$ cat config.mk
export PLATFORM = sky130hd
export DESIGN_NAME = dk_video_retimer
export DESIGN_NICKNAME = d
export VERILOG_FILES = /design/src/rtl/dk_video_retimer.sv
export SDC_FILE = /design/constraint.sdc
export NUM_CORES = 1
export LEC_CHECK = 0
export BUFFER_PORTS_ARGS = -buffer_cell sky130_fd_sc_hd__buf_2
export CAP_MARGIN = 40
export CORE_UTILIZATION = 30
export CTS_BUF_LIST = sky130_fd_sc_hd__clkbuf_4
export DETAILED_ROUTE_END_ITERATION = 10
export SLEW_MARGIN = 20
export SYNTH_ARGS = -nofsm -noshare
export SYNTH_HDL_FRONTEND = slang
export SYNTH_SLANG_ARGS = --single-unit
export TNS_END_PERCENT = 20
$ cat constraint.sdc
create_clock -name clk_sys -period 4.2 [get_ports clk_sys]
set_input_delay 0.42 -clock clk_sys [delete_from_list [all_inputs] [get_ports clk_sys]]
set_output_delay 0.42 -clock clk_sys [all_outputs]
set_load 0.02 [all_outputs]
$ cat src/rtl/dk_video_retimer.sv
// ============================================================================
// Module      : dk_video_retimer
// Description : Re-times a core's video stream onto a one-cycle pixel enable
//               derived from the core's pixel-clock level. Delays hblank by a
//               programmable number of pixels, blanks colour, measures the
//               active raster and flags stable timing. A watchdog forces a
//               blanked, unlocked state when the pixel clock stops.
// Ports       : clk_sys        - system clock, all logic on its rising edge
//               reset          - synchronous active-high reset
//               pix_clk_in     - core pixel clock level (clk_sys domain)
//               hblank_in/vblank_in, hs_n_in/vs_n_in, r_in/g_in/b_in
//                              - core blanking, syncs (active-low), colour
//               ce_pix         - one-cycle pixel enable
//               rgb_out        - blanked {r,g,b}
//               hblank/vblank/hsync/vsync - aligned, active-high
//               active_width/active_height - last measured active raster
//               timing_valid   - two consecutive identical frames seen
// Revision    : 1.0 - initial release
// ============================================================================
`default_nettype none

module dk_video_retimer #(
    parameter int HBL_DELAY = 9,
    parameter int WD_CYCLES = 1024
) (
    input  logic        clk_sys,
    input  logic        reset,
    input  logic        pix_clk_in,
    input  logic        hblank_in,
    input  logic        vblank_in,
    input  logic        hs_n_in,
    input  logic        vs_n_in,
    input  logic [3:0]  r_in,
    input  logic [3:0]  g_in,
    input  logic [3:0]  b_in,
    output logic        ce_pix,
    output logic [11:0] rgb_out,
    output logic        hblank,
    output logic        vblank,
    output logic        hsync,
    output logic        vsync,
    output logic [8:0]  active_width,
    output logic [8:0]  active_height,
    output logic        timing_valid
);

    localparam int         WD_W   = $clog2(WD_CYCLES + 1);
    localparam logic [WD_W-1:0] WD_MAX = WD_W'(WD_CYCLES);
    localparam logic [8:0] CNT_MAX = 9'd511;

    localparam logic [1:0] ST_IDLE   = 2'd0;
    localparam logic [1:0] ST_LOCK1  = 2'd1;
    localparam logic [1:0] ST_LOCKED = 2'd2;

    logic                 old_pix_q, old_pix_d;
    logic                 ce_q, ce_d;
    logic [HBL_DELAY-1:0] line_q, line_d;
    logic                 hblank_q, hblank_d;
    logic                 vblank_q, vblank_d;
    logic                 hsync_q, hsync_d;
    logic                 vsync_q, vsync_d;
    logic [11:0]          rgb_q, rgb_d;
    logic [8:0]           wcnt_q, wcnt_d;
    logic [8:0]           lcnt_q, lcnt_d;
    logic [8:0]           lwidth_q, lwidth_d;
    logic [8:0]           aw_q, aw_d;
    logic [8:0]           ah_q, ah_d;
    logic [1:0]           state_q, state_d;
    logic [WD_W-1:0]      wd_q, wd_d;

    logic                 pix_edge;
    logic                 hbl_new;
    logic                 vbl_new;

    assign pix_edge = pix_clk_in & ~old_pix_q;

    always_comb begin
        old_pix_d = pix_clk_in;
        ce_d      = pix_edge;
        line_d    = line_q;
        hblank_d  = hblank_q;
        vblank_d  = vblank_q;
        hsync_d   = hsync_q;
        vsync_d   = vsync_q;
        rgb_d     = rgb_q;
        wcnt_d    = wcnt_q;
        lcnt_d    = lcnt_q;
        lwidth_d  = lwidth_q;
        aw_d      = aw_q;
        ah_d      = ah_q;
        state_d   = state_q;
        hbl_new   = 1'b1;
        vbl_new   = 1'b1;

        if (pix_edge) begin
            wd_d = '0;
        end else if (wd_q == WD_MAX) begin
            wd_d = wd_q;
        end else begin
            wd_d = wd_q + WD_W'(1);
        end

        if (pix_edge) begin
            // The outputs take the post-shift value so they change together
            // with the ce_pix pulse that follows this cycle.
            line_d   = (line_q << 1) | HBL_DELAY'(hblank_in);
            hbl_new  = line_d[HBL_DELAY-1];
            vbl_new  = vblank_in;
            hblank_d = hbl_new;
            vblank_d = vbl_new;
            hsync_d  = ~hs_n_in;
            vsync_d  = ~vs_n_in;
            rgb_d    = (!hbl_new && !vbl_new) ? {r_in, g_in, b_in} : 12'h000;

            if (!hbl_new && !vbl_new && wcnt_q != CNT_MAX) begin
                wcnt_d = wcnt_q + 9'd1;
            end

            if (hbl_new && !hblank_q) begin
                if (wcnt_q != 9'd0) begin
                    lwidth_d = wcnt_q;
                    if (!vbl_new && lcnt_q != CNT_MAX) begin
                        lcnt_d = lcnt_q + 9'd1;
                    end
                end
                wcnt_d = 9'd0;
            end

            // Uses the *_d values so a width latched on this same ce is the
            // one reported when hblank and vblank rise together.
            if (vbl_new && !vblank_q) begin
                aw_d   = lwidth_d;
                ah_d   = lcnt_d;
                lcnt_d = 9'd0;
                if (lwidth_d == 9'd0 || ah_d == 9'd0) begin
                    state_d = ST_IDLE;
                end else begin
                    case (state_q)
                        ST_IDLE:   state_d = ST_LOCK1;
                        ST_LOCK1:  state_d = (lwidth_d == aw_q && ah_d == ah_q) ? ST_LOCKED : ST_LOCK1;
                        ST_LOCKED: state_d = (lwidth_d == aw_q && ah_d == ah_q) ? ST_LOCKED : ST_LOCK1;
                        default:   state_d = ST_IDLE;
                    endcase
                end
            end
        end else if (wd_q == WD_MAX) begin
            // Pixel clock has stopped: present a blanked, unlocked raster.
            // The delay line is left untouched so restart is seamless.
            state_d  = ST_IDLE;
            hblank_d = 1'b1;
            vblank_d = 1'b1;
            rgb_d    = 12'h000;
            hsync_d  = 1'b0;
            vsync_d  = 1'b0;
            wcnt_d   = 9'd0;
            lcnt_d   = 9'd0;
        end
    end

    always_ff @(posedge clk_sys) begin
        if (reset) begin
            old_pix_q <= 1'b0;
            ce_q      <= 1'b0;
            line_q    <= '1;
            hblank_q  <= 1'b1;
            vblank_q  <= 1'b1;
            hsync_q   <= 1'b0;
            vsync_q   <= 1'b0;
            rgb_q     <= 12'h000;
            wcnt_q    <= 9'd0;
            lcnt_q    <= 9'd0;
            lwidth_q  <= 9'd0;
            aw_q      <= 9'd0;
            ah_q      <= 9'd0;
            state_q   <= ST_IDLE;
            wd_q      <= '0;
        end else begin
            old_pix_q <= old_pix_d;
            ce_q      <= ce_d;
            line_q    <= line_d;
            hblank_q  <= hblank_d;
            vblank_q  <= vblank_d;
            hsync_q   <= hsync_d;
            vsync_q   <= vsync_d;
            rgb_q     <= rgb_d;
            wcnt_q    <= wcnt_d;
            lcnt_q    <= lcnt_d;
            lwidth_q  <= lwidth_d;
            aw_q      <= aw_d;
            ah_q      <= ah_d;
            state_q   <= state_d;
            wd_q      <= wd_d;
        end
    end

    assign ce_pix        = ce_q;
    assign rgb_out       = rgb_q;
    assign hblank        = hblank_q;
    assign vblank        = vblank_q;
    assign hsync         = hsync_q;
    assign vsync         = vsync_q;
    assign active_width  = aw_q;
    assign active_height = ah_q;
    assign timing_valid  = (state_q == ST_LOCKED);

endmodule

`default_nettype wire

==> results of run 1 <==
-- per-stage QoR --
step	setup WS [ps]	hold slack [ps]	power [W]	util, %	instance area (um^2)
final	583	169	0.00147	34.9	4870
after CTS	590	146	0.00148	34.9	4870
after global routing	220	138	0.00153	34.9	4870
after detailed placement	609	448	0.000916	33.7	4690
after global placement	729	438	0.000914	33.6	4690
after floorplan	1390	426	0.000882	-	4320
-- critical path, stage by stage, from the launching register on --
cell and delay [ps]:
dfxtp_1 430, ha_1 290, nand3_1 200, nor3_1 90, ha_1 240, nor4b_4 450, a21boi_2 610, nand2_1 240
xor2_1 220, a2111oi_2 360, nand4_1 190, o31ai_2 230
-- layer usage --
| metal | vias up | GRT usage (%) | share of wire [%] |
|---|---|---|---|
| met2 | 132 | 24.8 | 46 |
| li1 | 1848 | - | - |
| met4 | 0 | 5.48 | 2.4 |
| met5 | - | 0 | 0 |
| met1 | 1779 | 20.0 | 46 |
| met3 | 20 | 3.46 | 6.3 |
-- where the power goes --
| part | leakage, nW | internal (W) | switching, W | total, W |
|---|---|---|---|---|
| registers | 0.679 | 0.000806 | 0.00000868 | 0.000815 |
| clock network | 0.0930 | 0.000252 | 0.000315 | 0.000567 |
| logic | 1.08 | 0.0000285 | 0.0000552 | 0.0000837 |
| total | 1.86 | 0.00109 | 0.000379 | 0.00147 |
-- registers in the layout, indices dropped and copies added (netlist names) --
register       cells
ce_pix             1
line_q             8
active_width       9
rgb_out           12
hsync              1
vblank             1
active_height      9
lwidth_q           9
state_q            2
wd_q              11
lcnt_q             9
old_pix_q          1
hblank             1
wcnt_q             9
vsync              1
-- final cells by class --
class | count | area, um^2 | share of cell area [%]
inverter | 17 | 63.8 | 1.31
multi-input combinational | 360 | 2430 | 50.0
timing repair buffer | 57 | 290 | 5.97
sequential | 84 | 1680 | 34.6
clock buffer | 9 | 67.6 | 1.39
tap | 180 | 225 | 4.63
clock inverter | 7 | 106 | 2.19
-- worst max-delay path by stage --
stage | end
after detailed placement | state_q[1]$_SDFFE_PP0P_
after global routing | state_q[1]$_SDFFE_PP0P_
final | state_q[1]$_SDFFE_PP0P_
after global placement | state_q[1]$_SDFFE_PP0P_
after floorplan | state_q[1]$_SDFFE_PP0P_
after CTS | state_q[1]$_SDFFE_PP0P_
-- cell usage in the layout, fill, tap and decap left out, drive strengths merged, types with 5 or more instances in the layout --
master / count
a211oi: 9
a21oi: 12
a22o: 22
a311oi: 7
and3: 6
buf: 57
clkbuf: 9
dfxtp: 84
ha: 10
inv: 20
mux2: 5
mux2i: 6
nand2: 36
nand2b: 13
nand3: 16
nand4: 8
nor2: 52
nor2b: 9
nor3: 10
nor4: 7
o211ai: 5
o21ai: 28
o22a: 10
o31ai: 8
xnor2: 18
xor2: 15
-- logic make-up (layout without fill, tap and decap cells) --
family	after synthesis	in the layout
adders and majority gates	10	10
AOI/OAI and AO/OA	124	124
xor gates and xnor gates	33	33
muxes	11	11
and+or+nand+nor	182	182
DFF	84	84
buffers and inverters	49	90
==> impl_metrics.env, run 1 <==
export IMPL_io_pins=55
export IMPL_wl_per_cell_um=15.4
export IMPL_synth_edf_count=0
export IMPL_peakVddDrop_mv=0.209
export IMPL_holdBufCountCts=0
export IMPL_io_buffers=54
export IMPL_synth_compound_area_share_pct=21.7
export IMPL_synth_flop_cell="dfxtp_1"
export IMPL_maxSlewViolCount=0
export IMPL_dp_hpwl_um=7990
export IMPL_yosysTopAreaCell="dfxtp_1"
export IMPL_critPathLaunchType="flop"
export IMPL_muxShareOfSynthArea_pct=2.70
export IMPL_numPlacedInstances=698
export IMPL_worst_endpoint_arrival_ps=3990
export IMPL_cp_required_ps=4570
export IMPL_clock_skew_ps=21.2
export IMPL_endpoint_kind="flop"
export IMPL_hold_end="rgb_out[10]$_SDFFE_PP0P_"
export IMPL_core_um2=13900
export IMPL_p_leak_nw=1.86
export IMPL_clk_pin_slew_worst_paths_ps=160
export IMPL_cts_htree_levels=3
export IMPL_hold_path_class="in2reg"
export IMPL_finalCritPeriodShare_pct=86.1
export IMPL_synth_seq_cells=84
export IMPL_grt_usage_pct=15.4
export IMPL_clock_tree_root_cell="clkbuf_4"
export IMPL_routabilityCongestion=0.898
export IMPL_grt_overflow_total=0
export IMPL_synth_area_top_cells="dfxtp_1 (39%), nor2_1 (4.5%), a22o_1 (4.5%)"
export IMPL_setup_viol=0
export IMPL_synth_top_family_by_area="simple AND/OR/NAND/NOR gates"
export IMPL_clockBufferDepth=2
export IMPL_cp_max_fo=13
export IMPL_die_h_um=122
export IMPL_tightest_slew_ps=779
export IMPL_cts_buffers_inserted=9
export IMPL_fillers=1429
export IMPL_reg2reg_slack_ps=580
export IMPL_rsz0062_at_grt="no"
export IMPL_fin_crit_ps=3620
export IMPL_rows=43
export IMPL_post_cts_repair_setup_buffers=0
export IMPL_synth_cell_type_count=63
export IMPL_r2r_end="state_q[1]$_SDFFE_PP0P_"
export IMPL_postSynthAreaPerCell_um2=8.76
export IMPL_dr_first_iter_drc_count=235
export IMPL_drive_gt1_share_pct=17.6
export IMPL_synth_top_area_share_pct=39.0
export IMPL_cts_sinks=84
export IMPL_area_growth_pct=12.7
export IMPL_fin_setup_tns_ps=0
export IMPL_cts_resized=0
export IMPL_synth_most_common_cell="dfxtp_1"
export IMPL_synthSimpleGateAreaFrac_pct=22.2
export IMPL_yosys_warnings=0
export IMPL_grt_pass1_wl_um=18000
export IMPL_final_net_count=558
export IMPL_cts_tree="yes"
export IMPL_synth_top_cells_by_count="dfxtp_1 (84), nor2_1 (52), nand2_1 (36), o21ai_0 (24), a22o_1 (22)"
export IMPL_drcViolationCount=0
export IMPL_r2r_cells=11
export IMPL_grt_max_degree=22
export IMPL_start_util_pct=31.0
export IMPL_crit_type="reg2reg"
export IMPL_grt_pass1_vias=3586
export IMPL_wirelength_um=11000
export IMPL_min_from="r_in[2]"
export IMPL_num_antenna_cells=0
export IMPL_die_area_um2=14900
export IMPL_cap_violations=0
export IMPL_synth_fa_ha_area_share_pct=2.90
export IMPL_timing_slew_headroom_pct=47.7
export IMPL_hold_violations=0
export IMPL_rr_startpoint="lcnt_q[0]$_SDFFE_PP0P_"
export IMPL_startpoint="lcnt_q[0]$_SDFFE_PP0P_"
export IMPL_dr_pass1_iters=5
export IMPL_routed_via_count=3779
export IMPL_synthesis_nets=522
export IMPL_status="completed"
export IMPL_viasPerCell=5.29
export IMPL_clk_latency_ps=440
export IMPL_synthArstFlopShare_pct=0
export IMPL_instances_no_fill=714
export IMPL_postRouteAntennaNets=0
export IMPL_die_width_um=122
export IMPL_antenna_found_initial=0
export IMPL_whs_path_depth=2
export IMPL_synth_xor_area_share_pct=6.70
export IMPL_powerDensity_nw_per_um2=301
export IMPL_fmax_ghz=0.277
export IMPL_yosysSeqAreaShare_pct=39.0
export IMPL_syn_instance_count=493
export IMPL_netlist_area_um2=4320
Power figures use the tool's default switching activity.
==> run 2: changes to the inputs <==
CORE_MARGIN = 2   (was default)
PLACE_DENSITY_LB_ADDON = 0.1   (was default)
==> run 2 against run 1 <==
Compared with the run above:
- power is 6.6% lower
- critical path depth is the same
- non-clock buffer count is 2 higher
- sequential share of layout area is 0.19 points higher
- register-to-register slack worse by 130 ps
- clock skew barely moved
- final area down 0.54%
- cell count increased by 0.28%
- clock-buffer cell count is the same
- routed wire length rose by 6.1%
- sequential power about the same
- global-route usage is 0.82 points higher
- largest power group unchanged
- highest routed layer unchanged
==> impl_metrics.env, run 2 (same netlist as run 1, synthesis figures left out) <==
export IMPL_status="completed"
export IMPL_wirelength_um=11700
export IMPL_drive_gt1_share_pct=17.9
export IMPL_die_h_um=124
export IMPL_reg2reg_slack_ps=450
export IMPL_r2r_end="state_q[1]$_SDFFE_PP0P_"
export IMPL_cts_sinks=84
export IMPL_tightest_slew_ps=860
export IMPL_io_pins=55
export IMPL_routed_via_count=3651
export IMPL_p_leak_nw=1.84
export IMPL_whs_path_depth=2
export IMPL_hold_path_class="in2reg"
export IMPL_cap_violations=0
export IMPL_wl_per_cell_um=16.3
export IMPL_viasPerCell=5.10
export IMPL_largest_reg_flops=12
export IMPL_path_cells="ha_1 -> nand3_1 -> nor3_1 -> ha_1 -> nor4b_4 -> a21boi_2 -> nand2_1 -> xor2_1 -> a2111oi_2 -> nand4_1 -> o31ai_2"
export IMPL_multiInputGateArea_um2=2430
export IMPL_cp_max_fo=13
export IMPL_crit_top_cell="ha_1"
export IMPL_worst_slack_ps=451
export IMPL_grt_usage_pct=16.2
export IMPL_pre_cts_ws_ps=478
export IMPL_core_um2=14000
export IMPL_r2r_cells=11
export IMPL_cp_slowest_cell="a21boi_2"
export IMPL_design_area_um2=4840
export IMPL_clk_latency_ps=480
export IMPL_die_width_um=124
export IMPL_fmax_ghz=0.267
export IMPL_drcViolationCount=0
export IMPL_mostFrequentLayoutCells="dfxtp_1 (84), buf_2 (55), nor2_1 (51)"
export IMPL_fillers=1539
export IMPL_timing_slew_headroom_pct=42.3
export IMPL_routabilityCongestion=0.834
export IMPL_grt_pass1_wl_um=18900
export IMPL_cpPeakStageDelay_ps=630
export IMPL_endpoint="state_q[1]$_SDFFE_PP0P_"
export IMPL_cts_buffers_inserted=9
export IMPL_peakVddDrop_mv=0.204
export IMPL_clockBufferDepth=2
export IMPL_dr_first_iter_drc_count=175
export IMPL_setup_viol=0
export IMPL_postRouteAntennaNets=0
export IMPL_area_growth_pct=12.1
export IMPL_cts_tree="yes"
export IMPL_clk_pin_slew_worst_paths_ps=160
export IMPL_finalCritPeriodShare_pct=89.3
export IMPL_clock_tree_root_cell="clkbuf_4"
export IMPL_fin_crit_ps=3750
export IMPL_endpoint_kind="flop"
export IMPL_die_area_um2=15400
export IMPL_hold_violations=0
export IMPL_grt_overflow_total=0
export IMPL_instances_no_fill=716
export IMPL_seqCellArea_um2=1680
export IMPL_final_net_count=560
export IMPL_power_w=0.00137
export IMPL_clock_skew_ps=21.0
export IMPL_io_buffers=54
export IMPL_dr_pass1_iters=4
export IMPL_powerDensity_nw_per_um2=283
export IMPL_rows=43
export IMPL_cts_resized=0
export IMPL_crit_type="reg2reg"
export IMPL_cp_required_ps=4610
export IMPL_worst_endpoint_arrival_ps=4160
export IMPL_startpoint="lcnt_q[0]$_SDFFE_PP0P_"
export IMPL_grt_max_degree=33
export IMPL_post_cts_repair_setup_buffers=0
export IMPL_grt_pass1_vias=3520
export IMPL_start_util_pct=30.9
export IMPL_dp_hpwl_um=8420
export IMPL_rr_startpoint="lcnt_q[0]$_SDFFE_PP0P_"
export IMPL_maxSlewViolCount=0
export IMPL_cts_htree_levels=3
export IMPL_num_antenna_cells=0
export IMPL_numPlacedInstances=700
export IMPL_antenna_found_initial=0
export IMPL_placed_cell_area_um2=4710
export IMPL_rsz0062_at_grt="no"
export IMPL_critPathLaunchType="flop"
export IMPL_fin_setup_tns_ps=0
export IMPL_final_common_cell="dfxtp_1"
export IMPL_holdBufCountCts=0
run 2: changes by cell type in the layout (fill, tap and decap cells not counted):
cell and delta:
buf_4 +2, inv_6 +1, clkinv_4 -1, clkinvlp_4 +1, bufinv_16 -2, inv_8 +1
run 2: metrics by stage:
stage / hold slack, ps / utilization, %
2_1_floorplan: 426 / -
3_3_place_gp: 443 / 33.6
3_5_place_dp: 447 / 33.6
4_1_cts: 88.6 / 34.6
5_1_grt: 79.7 / 34.6
6_report: 132 / 34.6
run 2: report_power, final:
group          total [W]  internal (W)  leakage [nW]  switching [W]
registers       0.000814      0.000806         0.679     0.00000824
logic          0.0000842     0.0000285          1.09      0.0000556
clock network   0.000470      0.000137        0.0714       0.000333
total            0.00137      0.000972          1.84       0.000397
run 2: layout make-up:
| cell class | count | share of cell area [%] |
|---|---|---|
| Multi-Input combinational cell | 360 | 50.2 |
| Sequential cell | 84 | 34.7 |
| Timing Repair Buffer | 59 | 6.31 |
| Tap cell | 180 | 4.65 |
| Clock buffer | 9 | 1.40 |
| Clock inverter | 7 | 1.34 |
| Inverter | 17 | 1.32 |
run 2: how the worst min path moves through the flow:
| stage | endpoint | slack, ps | start |
|---|---|---|---|
| after floorplan | lwidth_q[6]$_SDFFE_PP0P_ | 430 | lwidth_q[6]$_SDFFE_PP0P_ |
| after global placement | hsync$_SDFFE_PP0P_ | 440 | hsync$_SDFFE_PP0P_ |
| after detailed placement | vsync$_SDFFE_PP0P_ | 450 | vsync$_SDFFE_PP0P_ |
| after CTS | line_q[0]$_SDFFE_PP1P_ | 90 | hblank_in |
| after global routing | rgb_out[11]$_SDFFE_PP0P_ | 80 | r_in[3] |
| final | line_q[0]$_SDFFE_PP1P_ | 130 | hblank_in |
run 2: routing by layer:
layer | share of wire [%] | vias up | global-route usage [%]
met4 | 1.3 | 0 | 4.00
met1 | 47 | 1680 | 22.1
met5 | 0 | - | 0
li1 | - | 1855 | -
met3 | 7.0 | 11 | 5.22
met2 | 44 | 105 | 24.8
run 2: worst max-delay path, delay by kind of cell (launching register included):
| family | cells | cell delay, ps |
|---|---|---|
| flip-flops | 1 | 440 |
| adder cells (fa/ha/maj) | 2 | 530 |
| XOR/XNOR | 1 | 230 |
| AO/OA/AOI/OAI | 3 | 1260 |
| AND/OR/NAND/NOR | 5 | 1240 |
==> run 3: changes to the inputs <==
CORE_ASPECT_RATIO = 1.75   (was default)
==> run 3 against run 2 <==
Compared with the run above:
- largest power group unchanged
- worst hold slack lost 6.8 ps
- critical path depth did not move
- power down 1.3%
==> impl_metrics.env, run 3 (same netlist as run 1, synthesis figures left out) <==
export IMPL_final_common_cell="dfxtp_1"
export IMPL_hold_path_class="in2reg"
export IMPL_hold_violations=0
export IMPL_clockBufferDepth=2
export IMPL_grt_pass1_wl_um=20400
export IMPL_mostFrequentLayoutCells="dfxtp_1 (84), buf_2 (54), nor2_1 (51)"
export IMPL_grt_usage_pct=17.6
export IMPL_power_w=0.00135
export IMPL_grt_overflow_total=0
export IMPL_start_util_pct=30.3
export IMPL_hold_worst_slack_ps=125
export IMPL_dr_pass1_iters=4
export IMPL_finalCritPeriodShare_pct=82.4
export IMPL_routabilityCongestion=0.956
export IMPL_antenna_found_initial=1
export IMPL_path_cells="ha_1 -> nand3_1 -> nor3_1 -> ha_1 -> nor4b_4 -> a21boi_2 -> nand2_1 -> xor2_1 -> a2111oi_2 -> nand4_1 -> o31ai_2"
export IMPL_cts_htree_levels=3
export IMPL_wirelength_um=13200
export IMPL_fillers=1541
export IMPL_maxSlewViolCount=0
export IMPL_rows=58
export IMPL_critical_path_top_delay_family="simple AND/OR/NAND/NOR gates"
export IMPL_fin_util_pct=34.2
export IMPL_status="completed"
export IMPL_cts_tree="yes"
export IMPL_largest_reg_flops=12
export IMPL_routed_via_count=3791
export IMPL_crit_top_cell="ha_1"
export IMPL_drive_gt1_share_pct=18.4
export IMPL_viasPerCell=5.27
export IMPL_timing_slew_headroom_pct=44.5
export IMPL_cap_violations=0
export IMPL_fin_setup_tns_ps=0
export IMPL_fmax_ghz=0.289
export IMPL_cp_max_fo=10
export IMPL_post_cts_repair_setup_buffers=0
export IMPL_rsz0062_at_grt="no"
export IMPL_area_growth_pct=12.7
export IMPL_powerDensity_nw_per_um2=278
export IMPL_cts_resized=0
export IMPL_clock_tree_root_cell="clkbuf_4"
export IMPL_grt_pass1_vias=3732
export IMPL_clock_skew_ps=30.2
export IMPL_endpoint_kind="flop"
export IMPL_crit_type="reg2reg"
export IMPL_cp_slowest_cell="nor4b_4"
export IMPL_dp_hpwl_um=9980
export IMPL_wl_per_cell_um=18.3
export IMPL_cpPeakStageDelay_ps=470
export IMPL_worst_endpoint_arrival_ps=3850
export IMPL_dr_first_iter_drc_count=178
export IMPL_cp_required_ps=4590
export IMPL_clk_pin_slew_worst_paths_ps=150
export IMPL_tightest_slew_ps=827
export IMPL_peakVddDrop_mv=0.127
export IMPL_grt_max_degree=22
export IMPL_drcViolationCount=0
export IMPL_p_leak_nw=1.86
export IMPL_clk_latency_ps=470
export IMPL_critPathLaunchType="flop"
export IMPL_final_net_count=563
export IMPL_core_um2=14200
export IMPL_path_buf_inv=0
export IMPL_setup_viol=0
export IMPL_die_area_um2=15400
export IMPL_cts_buffers_inserted=9
export IMPL_holdBufCountCts=0
export IMPL_die_width_um=94.7
export IMPL_io_pins=55
export IMPL_io_buffers=54
export IMPL_cts_sinks=84
export IMPL_postRouteAntennaNets=0
export IMPL_die_h_um=163
export IMPL_fin_crit_ps=3460
-- run 3: final timing paths --
path                                              from                       to  slack [ps]  cells after the start
worst max-delay path            lcnt_q[0]$_SDFFE_PP0P_  state_q[1]$_SDFFE_PP0P_         740                     11
worst min-delay path                           hs_n_in       hsync$_SDFFE_PP0P_         120                      2
worst max register to register  lcnt_q[0]$_SDFFE_PP0P_  state_q[1]$_SDFFE_PP0P_         740                     11
worst min register to register      hsync$_SDFFE_PP0P_       hsync$_SDFFE_PP0P_         470                      2
-- run 3: power breakdown --
group / switching [W] / internal [W]
logic: 0.0000574 / 0.0000305
clock network: 0.000315 / 0.000134
registers: 0.00000856 / 0.000806
total: 0.000381 / 0.000970
-- run 3: per-layer routing --
layer | track usage (%) | part of all wire, % | wire, um | vias up
met4 | 8.63 | 4.2 | 549 | 0
met2 | 33.6 | 56 | 7350 | 70
met1 | 17.7 | 37 | 4930 | 1834
met3 | 3.19 | 2.5 | 329 | 32
met5 | 0 | 0 | 0 | -
li1 | - | - | - | 1855
-- run 3: final cells by class --
type                            count  area, um^2  share of cell area (%)
Antenna cell                        1        2.50                  0.0514
Clock buffer                       10        75.1                    1.54
Clock inverter                      6        47.5                   0.977
Inverter                           17        63.8                    1.31
Multi-Input combinational cell    360        2430                    50.0
Sequential cell                    84        1680                    34.6
Tap cell                          180         225                    4.63
Timing Repair Buffer               62         338                    6.94
-- run 3: through the flow --
stage	std cells	setup slack (ps)	cell area, um^2
5_1_grt	720	469	4860
3_3_place_gp	701	861	4720
4_1_cts	718	704	4850
6_report	720	739	4860
3_5_place_dp	702	745	4720
2_1_floorplan	493	1390	4320
